===== src/rtl/uart_pkg.sv =====
// Shared definitions for the UART transmit path.
//   state_t     : transmit FSM state encoding
//   even_parity : XOR of all data bits (one when the count of ones is odd)
//   frame_len   : clock cycles taken by one frame at a given divisor
package uart_pkg;

  typedef enum logic [2:0] {
    ST_IDLE   = 3'd0,
    ST_FETCH  = 3'd1,
    ST_LOAD   = 3'd2,
    ST_START  = 3'd3,
    ST_DATA   = 3'd4,
    ST_PARITY = 3'd5,
    ST_STOP   = 3'd6
  } state_t;

  // Widest data word the parity helper accepts; narrower words are zero-extended.
  localparam int MAX_DATA_WIDTH = 32;

  function automatic logic even_parity(input logic [MAX_DATA_WIDTH-1:0] d);
    return ^d;
  endfunction

  // A divisor of 0 runs at one clock per bit, same as a divisor of 1.
  function automatic int unsigned frame_len(input int unsigned data_width,
                                            input int unsigned parity_en,
                                            input int unsigned stop_bits,
                                            input int unsigned div);
    return (1 + data_width + parity_en + stop_bits) * ((div == 0) ? 1 : div);
  endfunction

endpackage


===== src/rtl/baud_tick_gen.sv =====
// Loadable down-counter that paces serial bits.
//   clk, rst   : clock, synchronous active-high reset
//   load       : capture period_m1 as the new bit period and restart the count
//   period_m1  : bit period minus one (clocks per bit - 1)
//   en         : count enable; the counter holds while low
//   bit_tick   : high in the last cycle of each bit period
module baud_tick_gen #(
  parameter int DIV_WIDTH = 16
) (
  input  logic                 clk,
  input  logic                 rst,
  input  logic                 load,
  input  logic [DIV_WIDTH-1:0] period_m1,
  input  logic                 en,
  output logic                 bit_tick
);

  logic [DIV_WIDTH-1:0] cnt;
  logic [DIV_WIDTH-1:0] reload;

  // The period is held here so a change on the divisor input only matters at
  // the next load.
  always_ff @(posedge clk) begin
    if (rst) begin
      cnt    <= '0;
      reload <= '0;
    end else if (load) begin
      cnt    <= period_m1;
      reload <= period_m1;
    end else if (en) begin
      cnt <= (cnt == '0) ? reload : cnt - 1'b1;
    end
  end

  assign bit_tick = en && !load && (cnt == '0);

endmodule


===== src/rtl/uart_tx_drain.sv =====
// Serial transmitter draining the serial-port FIFO.
// Pops one byte per frame (single-cycle r_en), then drives txd with
// start bit, DATA_WIDTH data bits LSB first, optional even parity and
// STOP_BITS stop bits. Bit time is baud_div clocks, captured at frame load.
//   clk, rst    : clock, synchronous active-high reset
//   tx_en       : allows new frames to be fetched
//   baud_div    : clocks per bit (0 behaves as 1)
//   is_empty    : FIFO empty flag
//   data_avail  : FIFO occupancy, only feeds tx_pending
//   r_data      : FIFO read data, valid the cycle after r_en
//   r_en        : FIFO pop strobe
//   txd         : serial line, idle high
//   tx_busy     : a frame is in progress (FETCH through last stop cycle)
//   frame_done  : pulse in the final cycle of the last stop bit
//   tx_pending  : FIFO holds data or a frame is in progress
module uart_tx_drain
  import uart_pkg::*;
#(
  parameter int DATA_WIDTH = 8,
  parameter int ADDR_WIDTH = 4,
  parameter int DIV_WIDTH  = 16,
  parameter int PARITY_EN  = 0,
  parameter int STOP_BITS  = 1
) (
  input  logic                  clk,
  input  logic                  rst,
  input  logic                  tx_en,
  input  logic [DIV_WIDTH-1:0]  baud_div,
  input  logic                  is_empty,
  input  logic [ADDR_WIDTH:0]   data_avail,
  input  logic [DATA_WIDTH-1:0] r_data,
  output logic                  r_en,
  output logic                  txd,
  output logic                  tx_busy,
  output logic                  frame_done,
  output logic                  tx_pending
);

  localparam int BCW = (DATA_WIDTH > 1) ? $clog2(DATA_WIDTH) : 1;

  state_t                state, state_nx;
  logic [DATA_WIDTH-1:0] shift;
  logic                  par_bit;
  logic [BCW-1:0]        bit_cnt;
  logic                  stop_cnt;
  logic                  bit_tick;
  logic                  tick_en;
  logic                  last_data;
  logic                  last_stop;
  logic [DIV_WIDTH-1:0]  period_m1;

  assign last_data = (bit_cnt == BCW'(DATA_WIDTH - 1));
  assign last_stop = (STOP_BITS == 1) || stop_cnt;
  // max(baud_div, 1) - 1
  assign period_m1 = (baud_div == '0) ? '0 : baud_div - 1'b1;
  assign tick_en   = (state == ST_START) || (state == ST_DATA) ||
                     (state == ST_PARITY) || (state == ST_STOP);

  baud_tick_gen #(.DIV_WIDTH(DIV_WIDTH)) u_tick (
    .clk       (clk),
    .rst       (rst),
    .load      (state == ST_LOAD),
    .period_m1 (period_m1),
    .en        (tick_en),
    .bit_tick  (bit_tick)
  );

  always_ff @(posedge clk) begin
    if (rst) state <= ST_IDLE;
    else     state <= state_nx;
  end

  // txd, r_en and frame_done decode straight from registered state so that
  // reset forces the line idle on the same edge, and r_en is a one-cycle
  // pulse in IDLE. r_en is also held off while rst is high.
  always_comb begin
    state_nx   = state;
    r_en       = 1'b0;
    frame_done = 1'b0;
    txd        = 1'b1;
    case (state)
      ST_IDLE: begin
        if (tx_en && !is_empty && !rst) begin
          r_en     = 1'b1;
          state_nx = ST_FETCH;
        end
      end
      ST_FETCH: state_nx = ST_LOAD;
      ST_LOAD:  state_nx = ST_START;
      ST_START: begin
        txd = 1'b0;
        if (bit_tick) state_nx = ST_DATA;
      end
      ST_DATA: begin
        txd = shift[0];
        if (bit_tick && last_data) state_nx = (PARITY_EN != 0) ? ST_PARITY : ST_STOP;
      end
      ST_PARITY: begin
        txd = par_bit;
        if (bit_tick) state_nx = ST_STOP;
      end
      ST_STOP: begin
        if (bit_tick && last_stop) begin
          frame_done = 1'b1;
          state_nx   = ST_IDLE;
        end
      end
      default: state_nx = ST_IDLE;
    endcase
  end

  always_ff @(posedge clk) begin
    if (rst) begin
      shift    <= '0;
      par_bit  <= 1'b0;
      bit_cnt  <= '0;
      stop_cnt <= 1'b0;
    end else begin
      case (state)
        ST_LOAD: begin
          shift    <= r_data;
          par_bit  <= even_parity(MAX_DATA_WIDTH'(r_data));
          bit_cnt  <= '0;
          stop_cnt <= 1'b0;
        end
        ST_DATA: begin
          if (bit_tick) begin
            shift   <= shift >> 1;
            bit_cnt <= last_data ? '0 : bit_cnt + 1'b1;
          end
        end
        ST_STOP: begin
          if (bit_tick) stop_cnt <= last_stop ? 1'b0 : 1'b1;
        end
        default: ;
      endcase
    end
  end

  assign tx_busy    = (state != ST_IDLE);
  assign tx_pending = (data_avail != '0) || tx_busy;

endmodule


===== config.mk =====
export PLATFORM = sky130hd
export DESIGN_NAME = uart_tx_drain
export DESIGN_NICKNAME = d
export VERILOG_FILES = /design/src/rtl/uart_pkg.sv /design/src/rtl/baud_tick_gen.sv /design/src/rtl/uart_tx_drain.sv
export SDC_FILE = /design/constraint.sdc
export NUM_CORES = 1
export LEC_CHECK = 0
export ABC_CLOCK_PERIOD_IN_PS = 2900
export CAP_MARGIN = 20
export CELL_PAD_IN_SITES_DETAIL_PLACEMENT = 1
export CELL_PAD_IN_SITES_GLOBAL_PLACEMENT = 2
export CORE_MARGIN = 1.5
export CORE_UTILIZATION = 34
export CTS_BUF_LIST = sky130_fd_sc_hd__clkbuf_8
export DETAILED_ROUTE_END_ITERATION = 10
export GPL_TIMING_DRIVEN = 1
export PLACE_DENSITY = 0.86
export SETUP_SLACK_MARGIN = 0.5
export SLEW_MARGIN = 20
export SYNTH_ARGS = -nofsm -noshare
export SYNTH_HDL_FRONTEND = slang
export SYNTH_SLANG_ARGS = --single-unit

===== constraint.sdc =====
create_clock -name clk -period 2.9 [get_ports clk]
set_clock_uncertainty 0.15 [all_clocks]
set_input_delay 0.29 -clock clk [delete_from_list [all_inputs] [get_ports clk]]
set_output_delay 0.29 -clock clk [all_outputs]
set_load 0.02 [all_outputs]

==> results.py <==
metrics = {
    "run_status": {
        "status": "completed",
    },
    "finish": {
        "antenna_cells": 0,
        "drive_above_1_share_pct": 12.5,
        "area_growth_pct": 22.7,
        "nets": 431,
        "fin_util_pct": 43.2,
        "final_cells": 497,
    },
    "drt": {
        "drtIter0Drc": 124,
        "drc_errors": 0,
        "wl_mm": 8.04,
        "avgRoutedWirePerCell_um": 16.2,
        "viasPerCell": 5.54,
        "first_pass_iters": 4,
        "dr_total_vias": 2751,
        "postRouteAntennaNets": 0,
    },
    "clock_tree": {
        "clockRootBuffer": "clkbuf_8",
        "clkTransAtPathRegs_ns": 0.07,
        "cts_inserted_buffers": 5,
        "cts_sinks": 47,
        "clkLatencyLatePin_ns": 0.30,
        "clk_path_buf_depth": 2,
        "tritoncts": "yes",
        "h-tree-depth": 2,
        "hold_buffers": 0,
    },
    "timing": {
        "hold_viol": 0,
        "rsz0062_at_grt": "true",
        "clock.fmax_mhz": 434,
        "period_share_pct": 79.5,
        "setup_violations": 0,
        "worst_pin_slew_ns": 0.834,
        "slew_viol_final": 0,
        "period_minus_slack_ns": 2.31,
        "totalNegativeSetupSlack_ns": 0,
        "max_slew_margin_pct": 44.4,
    },
    "floorplan": {
        "die_w_um": 95.3,
        "core-area_um2": 8220,
        "start_util_pct": 35.2,
        "die_h_um": 95.3,
        "die_area_um2": 9080,
        "pin_count": 38,
        "std_cell_rows": 33,
    },
    "synthesis": {
        "synth_nets": 392,
        "yosysUniqueCellTypes": 56,
        "syn-mean-instance-area_um2": 8.18,
        "synthArstFlopShare_pct": 0,
        "synth_area_um2": 2900,
        "synthCells": 354,
        "synth_edf_count": 0,
        "yosys_warnings": 0,
        "ys_ff_latch": 47,
        "yosysSeqAreaShare_pct": 32.5,
        "synthFlopType": "dfxtp_1",
    },
    "setup_path": {
        "slowest_delay_ns": 0.37,
        "required_ns": 2.46,
        "crit_path_max_fanout": 7,
        "cp-start-kind": "register",
        "cp_cell_sequence": "inv_1 -> ha_1 -> nor4b_4 -> nand4_1 -> nor4b_2 -> buf_2",
        "cpMaxStageDelayCell": "dfxtp_1",
        "crit_type": "reg -> out",
        "critPathCaptureType": "output port",
        "worstPathArrival_ns": 1.87,
    },
    "grt": {
        "grt_max_degree": 47,
        "grt_pass1_wl_mm": 13.5,
        "grtUsageMet1_pct": 25.6,
        "grt_pass1_vias": 2776,
        "gr-total-overflow": 0,
        "gr-usage-met3_pct": 2.07,
        "grt_use_total_pct": 18.9,
        "grt_util_met2_pct": 31.6,
        "grt_busiest_layer": "met2",
        "antenna_found_initial": 0,
    },
    "power": {
        "p_seq_share_pct": 37.8,
        "pwr-share-comb_pct": 43.6,
        "peakVddDrop_mv": 0.255,
        "intPower_w": 0.00124,
        "p_switching_w": 0.000750,
        "p_leak_nw": 1.26,
        "p_clk_share_pct": 18.6,
        "p_sw_share_pct": 37.6,
        "fin_total_pwr_w": 0.00199,
        "power_density_nw_per_um2": 561,
    },
    "placed_design": {
        "dpl.hpwl_mm": 5.88,
        "portBuffers": 37,
        "placed_cells": 488,
        "gp_congestion": 0.861,
    },
    "worst_hold_path": {
        "hold_path_class": "reg -> reg",
    },
    "job": {
        "max-cap-violations": 0,
    },
}
## power by group through the flow
stage / combinational (W) / clock, W / sequential, W
final: 0.000870 / 0.000371 / 0.000754
after global routing: 0.000958 / 0.000406 / 0.000763
after CTS: 0.000845 / 0.000385 / 0.000752
after detailed placement: 0.000823 / 0 / 0.000765
after global placement: 0.000810 / 0 / 0.000763
after floorplan: 0.000591 / 0 / 0.000747
## worst max-delay path, delay by kind of cell, from the launching register on
family	cells	cell delay, ns
fa+ha+maj	1	0.18
flops	1	0.37
simple gates	3	0.73
buf+inv	2	0.30
## stage by stage
| stage | instance area (µm²) | setup WS, ns | hold slack, ns |
|---|---|---|---|
| finish | 3550 | 0.594 | 0.308 |
| global route | 3550 | 0.461 | 0.331 |
| CTS | 3510 | 0.351 | 0.309 |
| detailed placement | 3400 | 0.0352 | 0.298 |
| global placement | 3400 | 0.0893 | 0.294 |
| floorplan | 2900 | 0.602 | 0.275 |
## flip-flops by register name (all words and copies together) (netlist names)
register	cells
u_tick.reload	16
shift	8
state	3
bit_cnt	3
u_tick.cnt	16
par_bit	1
## cell usage in the layout (no fill, tap or decap), types with 2 or more instances in the layout
cell,count
dfxtp_1,44
nor2_1,40
nand2_1,38
clkdlybuf4s50_1,35
a21oi_1,21
xnor2_1,21
buf_4,15
nand3_1,10
xor2_1,10
inv_1,9
o21ai_0,9
a22oi_1,9
mux2i_1,8
nand4_1,8
a311oi_1,7
or4_1,6
nor3_1,6
a211oi_1,6
o211ai_1,6
or3_1,5
o22ai_1,5
ha_1,5
clkbuf_8,5
nor4_1,4
o21a_1,4
a31oi_1,3
nor3_2,3
o221ai_1,3
nand2b_1,3
a211oi_2,3
dfxtp_2,3
nor4_4,2
nor4b_2,2
nand3b_1,2
and2_1,2
nand4b_1,2
and3_1,2
a22o_1,2
buf_6,2
## cells by family after synthesis
| family | count (synthesis) | synth area share, % |
|---|---|---|
| AOI/OAI and AO/OA | 89 | 21.9 |
| xor gates and xnor gates | 31 | 9.38 |
| adders and majority gates | 5 | 2.16 |
| buffers and inverters | 30 | 4.67 |
| DFF | 47 | 32.5 |
| muxes | 8 | 2.77 |
| and+or+nand+nor | 144 | 26.6 |
## path summary, 6_finish.rpt
path                     from                to  slack, ns  depth (start not counted)
max             u_tick.cnt[1]        frame_done       0.59                          6
min          u_tick.reload[1]  u_tick.reload[1]       0.31                          2
max reg2reg     u_tick.cnt[1]          shift[2]       0.62                         10
min reg2reg  u_tick.reload[1]  u_tick.reload[1]       0.31                          2
## metal layers
| layer | vias to the layer above | wire length (µm) |
|---|---|---|
| met5 | - | 0 |
| met2 | 54 | 3730 |
| met1 | 1311 | 3870 |
| met3 | 9 | 323 |
| li1 | 1377 | - |
| met4 | 0 | 115 |
## synth_stat cells, drive strengths merged, types with 2 or more instances
master / number / area (µm²)
ha: 5 / 62.6
nand4b: 2 / 17.5
a311oi: 8 / 76.3
or4: 7 / 56.3
xnor2: 21 / 184
dfxtp: 47 / 941
and2: 2 / 12.5
a31oi: 4 / 25.0
nand3b: 2 / 15.0
buf: 9 / 56.3
nand2: 38 / 143
o211ai: 6 / 45.0
a22o: 2 / 17.5
clkbuf: 13 / 48.8
o21ai: 11 / 58.8
o21a: 4 / 30.0
xor2: 10 / 87.6
and3: 3 / 20.0
or3: 6 / 37.5
mux2i: 8 / 80.1
inv: 8 / 30.0
nor4b: 3 / 32.5
o22ai: 5 / 31.3
a211oi: 9 / 82.6
a21oi: 22 / 114
nor2: 40 / 150
nand3: 10 / 50.1
o221ai: 4 / 41.3
nand4: 8 / 50.1
a22oi: 9 / 67.6
nor3: 9 / 55.1
nor4: 7 / 80.1
nand2b: 3 / 18.8
## cell type report
cell class,instances,area (µm²)
flip-flops and latches,47,945
well taps,105,131
multi-input cells,277,1880
fillers,960,4660
repair buffers,54,499
clock inverters,1,3.75
inverters,8,30.0
clock buffers,5,68.8
## timing repair
item	4_1_cts	5_1_grt
endpoints found under the setup margin	26	21
setup buffers	0	3
gates resized for setup	12	8
pin swaps	1	3
cloned	0	0
Power figures use the tool's default switching activity.
